File: src/rtl/score_bcd_tracker.sv
`default_nettype none
// ============================================================================
//  Module      : score_bcd_tracker
//  Description : Snake-game score / high-score tracker with saturation and a
//                multi-cycle double-dabble converter that turns the displayed
//                value (score while playing, high score when over) into BCD.
//  Revision    : 1.0 - initial release
// ============================================================================
module score_bcd_tracker #(
    parameter int WIDTH     = 10,
    parameter int DIGITS    = 3,
    parameter int PTS_W     = 4,
    parameter int MAX_SCORE = 999
) (
    input  logic                  clk,
    input  logic                  rst,
    input  logic                  good_coll,
    input  logic [PTS_W-1:0]      pts,
    input  logic                  bad_coll,
    input  logic                  start,
    input  logic                  clear_high,
    output logic [WIDTH-1:0]      score,
    output logic [WIDTH-1:0]      high_score,
    output logic                  game_over,
    output logic                  new_high,
    output logic [4*DIGITS-1:0]   bcd,
    output logic                  bcd_valid,
    output logic                  busy
);

    localparam int c_BCD_W = 4 * DIGITS;
    localparam int c_CNT_W = $clog2(WIDTH + 1);

    localparam logic [0:0] c_ST_PLAY = 1'b0;
    localparam logic [0:0] c_ST_OVER = 1'b1;

    localparam logic [1:0] c_CV_IDLE  = 2'd0;
    localparam logic [1:0] c_CV_SHIFT = 2'd1;
    localparam logic [1:0] c_CV_DONE  = 2'd2;

    localparam logic [WIDTH:0]       c_MAX_EXT   = (WIDTH + 1)'(MAX_SCORE);
    localparam logic [WIDTH-1:0]     c_MAX       = WIDTH'(MAX_SCORE);
    localparam logic [c_CNT_W-1:0]   c_LAST_STEP = c_CNT_W'(WIDTH - 1);

    // game state
    logic [0:0]          state_q,    state_d;
    logic [WIDTH-1:0]    score_q,    score_d;
    logic [WIDTH-1:0]    high_q,     high_d;
    logic                new_high_q, new_high_d;

    // converter state
    logic [1:0]          cv_q,       cv_d;
    logic [WIDTH-1:0]    shift_q,    shift_d;
    logic [c_BCD_W-1:0]  acc_q,      acc_d;
    logic [c_CNT_W-1:0]  cnt_q,      cnt_d;
    logic [WIDTH-1:0]    last_q,     last_d;
    logic [c_BCD_W-1:0]  bcd_q,      bcd_d;
    logic                valid_q,    valid_d;
    logic                busy_q,     busy_d;

    logic [WIDTH:0]      w_sum;
    logic [WIDTH-1:0]    w_disp;
    logic                w_over;
    logic [c_BCD_W-1:0]  w_acc_adj;

    // extra bit on the sum so an overflowing add still compares correctly
    assign w_sum = {1'b0, score_q} + (WIDTH + 1)'(pts);

    // state register for game and converter, asynchronously reset
    always_ff @(posedge clk or posedge rst) begin
        if (rst) begin
            state_q    <= c_ST_OVER;
            score_q    <= '0;
            high_q     <= '0;
            new_high_q <= 1'b0;
            cv_q       <= c_CV_IDLE;
            shift_q    <= '0;
            acc_q      <= '0;
            cnt_q      <= '0;
            last_q     <= '0;
            bcd_q      <= '0;
            valid_q    <= 1'b0;
            busy_q     <= 1'b0;
        end else begin
            state_q    <= state_d;
            score_q    <= score_d;
            high_q     <= high_d;
            new_high_q <= new_high_d;
            cv_q       <= cv_d;
            shift_q    <= shift_d;
            acc_q      <= acc_d;
            cnt_q      <= cnt_d;
            last_q     <= last_d;
            bcd_q      <= bcd_d;
            valid_q    <= valid_d;
            busy_q     <= busy_d;
        end
    end

    // game next-state: scoring, saturation, game over, high-score tracking
    always_comb begin
        state_d    = state_q;
        score_d    = score_q;
        high_d     = high_q;
        new_high_d = new_high_q;
        case (state_q)
            c_ST_OVER: begin
                if (start) begin
                    state_d    = c_ST_PLAY;
                    score_d    = '0;
                    new_high_d = 1'b0;
                end
                if (clear_high) begin
                    high_d     = '0;
                    new_high_d = 1'b0;
                end
            end
            default: begin
                if (bad_coll) begin
                    state_d = c_ST_OVER;
                end else if (good_coll) begin
                    if (w_sum >= c_MAX_EXT) begin
                        score_d = c_MAX;
                        state_d = c_ST_OVER;
                    end else begin
                        score_d = w_sum[WIDTH-1:0];
                    end
                    // only credited points can raise the high score, so a
                    // cleared high score is not refilled from a stale score
                    if (score_d > high_q) begin
                        high_d     = score_d;
                        new_high_d = 1'b1;
                    end
                end
            end
        endcase
    end

    // game outputs and the value routed to the converter
    always_comb begin
        w_over = (state_q == c_ST_OVER);
        w_disp = w_over ? high_q : score_q;
    end

    // add-3 correction applied to every BCD nibble before each shift
    always_comb begin
        w_acc_adj = acc_q;
        for (int i = 0; i < DIGITS; i++) begin
            if (acc_q[4*i +: 4] >= 4'd5) begin
                w_acc_adj[4*i +: 4] = acc_q[4*i +: 4] + 4'd3;
            end
        end
    end

    // converter next-state; DONE chains straight into a new conversion when
    // the display moved meanwhile so busy stays high while a change is pending
    always_comb begin
        cv_d    = cv_q;
        shift_d = shift_q;
        acc_d   = acc_q;
        cnt_d   = cnt_q;
        last_d  = last_q;
        bcd_d   = bcd_q;
        valid_d = 1'b0;
        busy_d  = busy_q;
        case (cv_q)
            c_CV_IDLE: begin
                if (w_disp != last_q) begin
                    shift_d = w_disp;
                    acc_d   = '0;
                    cnt_d   = '0;
                    last_d  = w_disp;
                    busy_d  = 1'b1;
                    cv_d    = c_CV_SHIFT;
                end
            end
            c_CV_SHIFT: begin
                acc_d   = {w_acc_adj[c_BCD_W-2:0], shift_q[WIDTH-1]};
                shift_d = {shift_q[WIDTH-2:0], 1'b0};
                cnt_d   = cnt_q + 1'b1;
                if (cnt_q == c_LAST_STEP) begin
                    cv_d = c_CV_DONE;
                end
            end
            c_CV_DONE: begin
                bcd_d   = acc_q;
                valid_d = 1'b1;
                busy_d  = 1'b0;
                cv_d    = c_CV_IDLE;
                if (w_disp != last_q) begin
                    shift_d = w_disp;
                    acc_d   = '0;
                    cnt_d   = '0;
                    last_d  = w_disp;
                    busy_d  = 1'b1;
                    cv_d    = c_CV_SHIFT;
                end
            end
            default: begin
                cv_d = c_CV_IDLE;
            end
        endcase
    end

    // drive ports from registered state
    always_comb begin
        score      = score_q;
        high_score = high_q;
        game_over  = w_over;
        new_high   = new_high_q;
        bcd        = bcd_q;
        bcd_valid  = valid_q;
        busy       = busy_q;
    end

endmodule
`default_nettype wire

File: config.mk
export PLATFORM = sky130hd
export DESIGN_NAME = score_bcd_tracker
export DESIGN_NICKNAME = d
export VERILOG_FILES = /design/src/rtl/score_bcd_tracker.sv
export SDC_FILE = /design/constraint.sdc
export NUM_CORES = 1
export LEC_CHECK = 0
export BUFFER_PORTS_ARGS = -buffer_cell sky130_fd_sc_hd__buf_2
export CORE_AREA = 3 3 97 99
export DETAILED_ROUTE_END_ITERATION = 10
export DIE_AREA = 0 0 100 102
export PLACE_DENSITY = 0.81
export SYNTH_ARGS = -nofsm -noshare
export SYNTH_HDL_FRONTEND = slang
export SYNTH_SLANG_ARGS = --single-unit
export TNS_END_PERCENT = 30
File: constraint.sdc
create_clock -name clk -period 3.5 [get_ports clk]
set_input_delay 0 -clock clk [delete_from_list [all_inputs] [get_ports clk]]
set_output_delay 0 -clock clk [all_outputs]
set_load 0.05 [all_outputs]
==> summary.txt, run 1 <==
R2R cell count: 16
Horiz. Die Dim: 100 um
vias in the first global route: 3559
Rel. slew slack: 27.06%
violated checks: setup timing
R2R Path Start: score[0]$_DFFE_PP0P_
number of synthesized register bits: 74
Worst-path clk slew: 0.09 ns
HP Class: input pin to flop
Hold EP: score[5]$_DFFE_PP0P_
largest cells by area after synthesis: dfrtp_1, mux2_2, ha_1
htree depth: 3
Filler cells: 669
Routed WL: 10940 um
area grow syn2layout: 24.92%
crit end category: flop
Post-synth EDFFs: 0
initial core utilization: 49.83%
net count after synthesis: 448
asr flop ratio synth: 100.0%
Final nets: 528
Root Buffer: clkbuf_8
Syn Std Cell Area: 4303 um^2
CTS buffer count: 9
max cap viols: 0
global-route wire length before repair: 17350 um
FP Rows: 34
worst setup margin: -0.1694 ns
post-synth top area share: 42.45%
mean post-synth cell area: 10.37 um^2
placed cell area: 4822 um^2
f_max: 0.2725 GHz
Vert. Die Dim: 102 um
Hold Worst Slack: 0.05774 ns
critical path launch point type: flop
FF-to-FF setup slack: -0.17 ns
Final Hold Fails: 0
Detailed Route Iter0 Violations: 184
area leader, netlist: dfrtp_1
Tmin final: 3.669 ns
gr usage total: 21.26%
Via density: 5.859
# IOs: 46
vias post-DR: 3562
global route overflow: 0
drt first pass iters: 4
fin util: 62.24%
Finished Cell Area: 5375 um^2
antenna cells: 0
antenna violations before repair: 0
Routed Antenna Nets: 0
Post-DP HPWL: 7111 um
core area: 8636 um^2
maximum VDD drop: 365.8 uV
power density over the cells: 729.9 nW/um^2
Yosys cell types: 57
Tcrit/Tclk final: 104.8%
clk_lat worst skew: 0.35 ns
status: finished with violations
Leakage: 0.002624 uW
post-route DRC violation count: 0
Critical R2R Capture: high_score[6]$_DFFE_PP0P_
Worst Tran Pin Value: 1.094 ns
Worst EP required: 3.74 ns
RSZ-0062 raised after global routing: true
Buffers on Ports: 45
final setup skew: 0.01413 ns
CP Data Arrival Time: 3.91 ns
Final Wtd Congestion: 0.8905
worst setup path category: flop to flop
Setup WS pre-CTS: -0.4211 ns
CTS tree: yes
CP Max Fanout: 5
Avg WL per Cell: 18.00 um
sequential share of the synthesized area: 43.06%
Setup Viol. Count Final: 10
Hold Crit Start: bad_coll
Sinks on Clock Net: 74
hold depth: 3
max-slew violations: 0
layout cell share with drive strength beyond 1: 38.40%
largest net degree at the start of global routing: 53
Top FF cell, synth: dfrtp_1
Die ar.: 10200 um^2
Gate Count Post-Synth: 415
Max clock buf depth: 2
Yosys warning total: 0
==> cells in the mapped netlist, types with 4 or more instances <==
cell,number
a21o_1,4
o21ai_1,7
a22o_1,4
a21oi_1,21
nand2_1,37
dfrtp_1,73
mux2i_1,15
a211oi_1,4
a31oi_1,4
nor2_1,14
nand3_1,10
clkbuf_1,14
inv_1,30
xor2_1,12
ha_1,22
o21ai_0,29
nand2b_1,7
mux2_2,38
xnor2_1,8
o22ai_1,4
==> area by class of cell <==
cell class                      count  area [um^2]  area share, %
Multi-Input combinational cell    290         2480          46.14
Sequential cell                    74         1856          34.52
Timing Repair Buffer               90        584.3          10.87
Tap cell                          108        135.1          2.514
Clock buffer                        9        123.9          2.304
Inverter                           30        112.6          2.095
Clock inverter                      7        83.83          1.560
==> routing by layer <==
metal  vias up  share of wire (%)  global-route usage [%]
li1       1631                  -                       -
met1      1747                 40                   26.41
met5         -                  0                       0
met4         0                4.1                   7.668
met3        40                5.9                   4.027
met2       144                 50                   37.15
==> critical path: stages, from the launching register on <==
cell and delay [ns]:
dfrtp_2 0.39, ha_4 0.13, inv_2 0.04, fa_2 0.35
nand2b_4 0.17, a211oi_4 0.37, xnor2_2 0.12, o311ai_4 0.35
buf_6 0.17, a21oi_4 0.06, ha_4 0.22, a21o_1 0.17
a21oi_2 0.13, nor2b_1 0.06, o31ai_2 0.29, buf_4 0.22
mux2_4 0.30
==> worst max path at each step <==
stage | start | endpoint | cells past startpoint
floorplan | score[0]$_DFFE_PP0P_ | high_score[3]$_DFFE_PP0P_ | 17
global placement | score[0]$_DFFE_PP0P_ | high_score[6]$_DFFE_PP0P_ | 14
detailed placement | score[0]$_DFFE_PP0P_ | high_score[3]$_DFFE_PP0P_ | 17
CTS | score[0]$_DFFE_PP0P_ | high_score[6]$_DFFE_PP0P_ | 14
global route | score[0]$_DFFE_PP0P_ | high_score[5]$_DFFE_PP0P_ | 17
finish | score[0]$_DFFE_PP0P_ | high_score[6]$_DFFE_PP0P_ | 16
==> through the flow <==
| stage | setup TNS (ns) | cells | power (uW) |
|---|---|---|---|
| final | -1.115 | 608 | 3923 |
| after global routing | -2.280 | 608 | 4169 |
| after CTS | -0.6290 | 605 | 3804 |
| after detailed placement | -3.088 | 575 | 3033 |
| after global placement | -1.480 | 575 | 2959 |
| after floorplan | -2.272 | 415 | 2614 |
==> layout by cell type (no fill, tap or decap), types with 12 or more instances in the layout <==
cell	netlist	final
mux2i_1	15	15
o21ai_0	29	26
nor2_1	14	14
mux2_2	38	37
a21oi_1	21	17
dfrtp_1	73	71
nand2_1	37	37
buf_2	3	45
xor2_1	12	12
inv_1	30	26
buf_4	0	38
ha_1	22	15
==> cell families (layout without fill, tap and decap cells) <==
group	after synthesis	after routing	share of synthesized area, %
XOR/XNOR	20	20	4.071
adder cells (fa/ha/maj)	23	23	6.862
multiplexers	56	56	14.48
flip-flops	74	74	43.06
AO/OA/AOI/OAI	101	101	15.67
AND/OR/NAND/NOR	90	90	10.96
buffers and inverters	51	136	4.885
==> sequential cells by signal (all words and copies together) (netlist names) <==
register / count
cnt_q: 4
game_over: 1
cv_q: 2
acc_q: 12
bcd: 12
shift_q: 10
bcd_valid: 1
new_high: 1
last_q: 10
busy: 1
score: 10
high_score: 10
==> power by group <==
group          total (uW)  internal, uW  switching (uW)  leakage (uW)
Sequential           1280          1070             204      0.000994
Clock                 701           343             358      0.000103
Combinational        1940           747            1200       0.00153
==> repair_timing <==
item                                    4_1_cts  5_1_grt
gates resized for setup                      24       18
cloned                                        1        0
hold buffers                                  4        0
buffers inserted                              9        3
pin swaps                                    14       11
endpoints found under the setup margin       11       11
endpoints found under the hold margin        54        0
No activity file was read; power rests on OpenSTA's default activity.
==> run 2: changes to the inputs <==
--- a/config.mk
+++ b/config.mk
@@ -10,6 +10,7 @@
 export DETAILED_ROUTE_END_ITERATION = 10
 export DIE_AREA = 0 0 100 102
 export PLACE_DENSITY = 0.81
+export RECOVER_POWER = 25
 export SYNTH_ARGS = -nofsm -noshare
 export SYNTH_HDL_FRONTEND = slang
 export SYNTH_SLANG_ARGS = --single-unit
==> summary.txt, run 2 (synthesis results as in run 1) <==
FP Rows: 34
Vert. Die Dim: 102 um
violated checks: capacitance limit, slew limit, setup timing
gr usage total: 21.26%
Final Hold Fails: 0
Tcrit/Tclk final: 104.8%
Sinks on Clock Net: 74
worst setup path category: flop to flop
Worst EP required: 3.74 ns
antenna cells: 0
Final Wtd Congestion: 0.8905
Routed Antenna Nets: 0
R2R Path Start: score[0]$_DFFE_PP0P_
crit end category: flop
Die ar.: 10200 um^2
final std cells w/o fill: 608
Cell Count Post-Placement: 575
Worst-path clk slew: 0.09 ns
Setup WS pre-CTS: -0.4211 ns
max cap viols: 1
# IOs: 46
status: finished with violations
most common cell after layout, fill and taps aside: dfrtp_1
area grow syn2layout: 23.96%
Worst Tran Pin Value: 1.984 ns
power density over the cells: 731.6 nW/um^2
vias post-DR: 3582
Detailed Route Iter0 Violations: 187
Via density: 5.891
htree depth: 3
final setup skew: 0.01263 ns
Final nets: 528
global route overflow: 0
vias in the first global route: 3559
CTS tree: yes
Horiz. Die Dim: 100 um
max-slew violations: 53
Critical R2R Capture: high_score[6]$_DFFE_PP0P_
CP Data Arrival Time: 3.91 ns
fin util: 61.76%
global-route wire length before repair: 17350 um
largest net degree at the start of global routing: 53
Max clock buf depth: 2
Rel. slew slack: -32.42%
Hold EP: score[5]$_DFFE_PP0P_
f_max: 0.2727 GHz
Hold Crit Start: bad_coll
maximum VDD drop: 365.5 uV
Avg WL per Cell: 18.03 um
hold depth: 3
Setup Viol. Count Final: 10
Post-DP HPWL: 7111 um
antenna violations before repair: 0
Buffers on Ports: 45
initial core utilization: 49.83%
most frequent cells in the layout: dfrtp_1, buf_4, mux2_2, nand2_1, clkbuf_1
drt first pass iters: 4
critical path launch point type: flop
HP Class: input pin to flop
Root Buffer: clkbuf_8
worst setup margin: -0.1673 ns
core area: 8636 um^2
clk_lat worst skew: 0.35 ns
CTS buffer count: 9
RSZ-0062 raised after global routing: true
post-route DRC violation count: 0
FF-to-FF setup slack: -0.17 ns
Tmin final: 3.667 ns
Leakage: 0.002488 uW
Routed WL: 10960 um
CP Max Fanout: 5
layout cell share with drive strength beyond 1: 31.60%
R2R cell count: 16
-- run 2: cell types whose count changed in the layout (fill, tap and decap cells not counted) --
cell | before | now
buf_2 | 45 | 12
clkbuf_1 | 0 | 33
inv_1 | 26 | 27
inv_2 | 4 | 3
-- run 2: worst max path at each step --
stage,endpoint,cells past startpoint,slack [ns],startpoint
floorplan,high_score[3]$_DFFE_PP0P_,17,-0.29,score[0]$_DFFE_PP0P_
finish,high_score[6]$_DFFE_PP0P_,16,-0.17,score[0]$_DFFE_PP0P_
global placement,high_score[6]$_DFFE_PP0P_,14,-0.23,score[0]$_DFFE_PP0P_
CTS,high_score[6]$_DFFE_PP0P_,14,-0.13,score[0]$_DFFE_PP0P_
detailed placement,high_score[3]$_DFFE_PP0P_,17,-0.42,score[0]$_DFFE_PP0P_
global route,high_score[5]$_DFFE_PP0P_,17,-0.27,score[0]$_DFFE_PP0P_
-- run 2: power by group --
| group | switching (uW) | internal [uW] |
|---|---|---|
| clock network | 356 | 343 |
| registers | 207 | 1070 |
| logic | 1200 | 723 |
| total | 1760 | 2140 |
-- run 2: what timing repair did --
action,in CTS,in global routing
endpoints found under the setup margin,11,11
hold endpoints to repair,54,0
hold buffers,4,0
setup buffers,9,3
pin swaps,14,11
gates resized for setup,24,18
cloned,1,0
-- run 2: through the flow --
stage	hold slack (ns)	TNS, ns	area (um^2)	total power, uW
3_3_place_gp	0.2146	-1.480	4822	2959
2_1_floorplan	0.07598	-2.272	4347	2614
3_5_place_dp	0.2207	-3.088	4822	3033
4_1_cts	0.03587	-0.6290	5249	3804
5_1_grt	0.08047	-2.280	5334	4148
6_report	0.06143	-1.154	5334	3902
-- run 2: area by class of cell --
class,count,area [um^2]
Tap cell,108,135.1
Fill cell,683,3302
Inverter,30,112.6
Multi-Input combinational cell,290,2480
Timing Repair Buffer,90,543.0
Clock buffer,9,123.9
Sequential cell,74,1856
Clock inverter,7,83.83
-- run 2: critical path: stages (launching register included) --
cell      delay (ns)
dfrtp_2         0.39
ha_4            0.14
inv_2           0.04
fa_2            0.35
nand2b_4        0.17
a211oi_4        0.37
xnor2_2         0.12
o311ai_4        0.35
buf_6           0.17
a21oi_4         0.06
ha_4            0.22
a21o_1          0.17
a21oi_2         0.13
nor2b_1         0.06
o31ai_2         0.29
buf_4           0.22
mux2_4          0.30
-- run 2: metal layers --
layer	share of wire [%]	vias to the layer above	routed length (um)	global-route usage, %
li1	-	1632	-	-
met1	41	1752	4483	26.41
met2	49	155	5375	37.15
met3	5.5	43	601	4.027
met4	4.6	0	503	7.668
met5	0	-	0	0
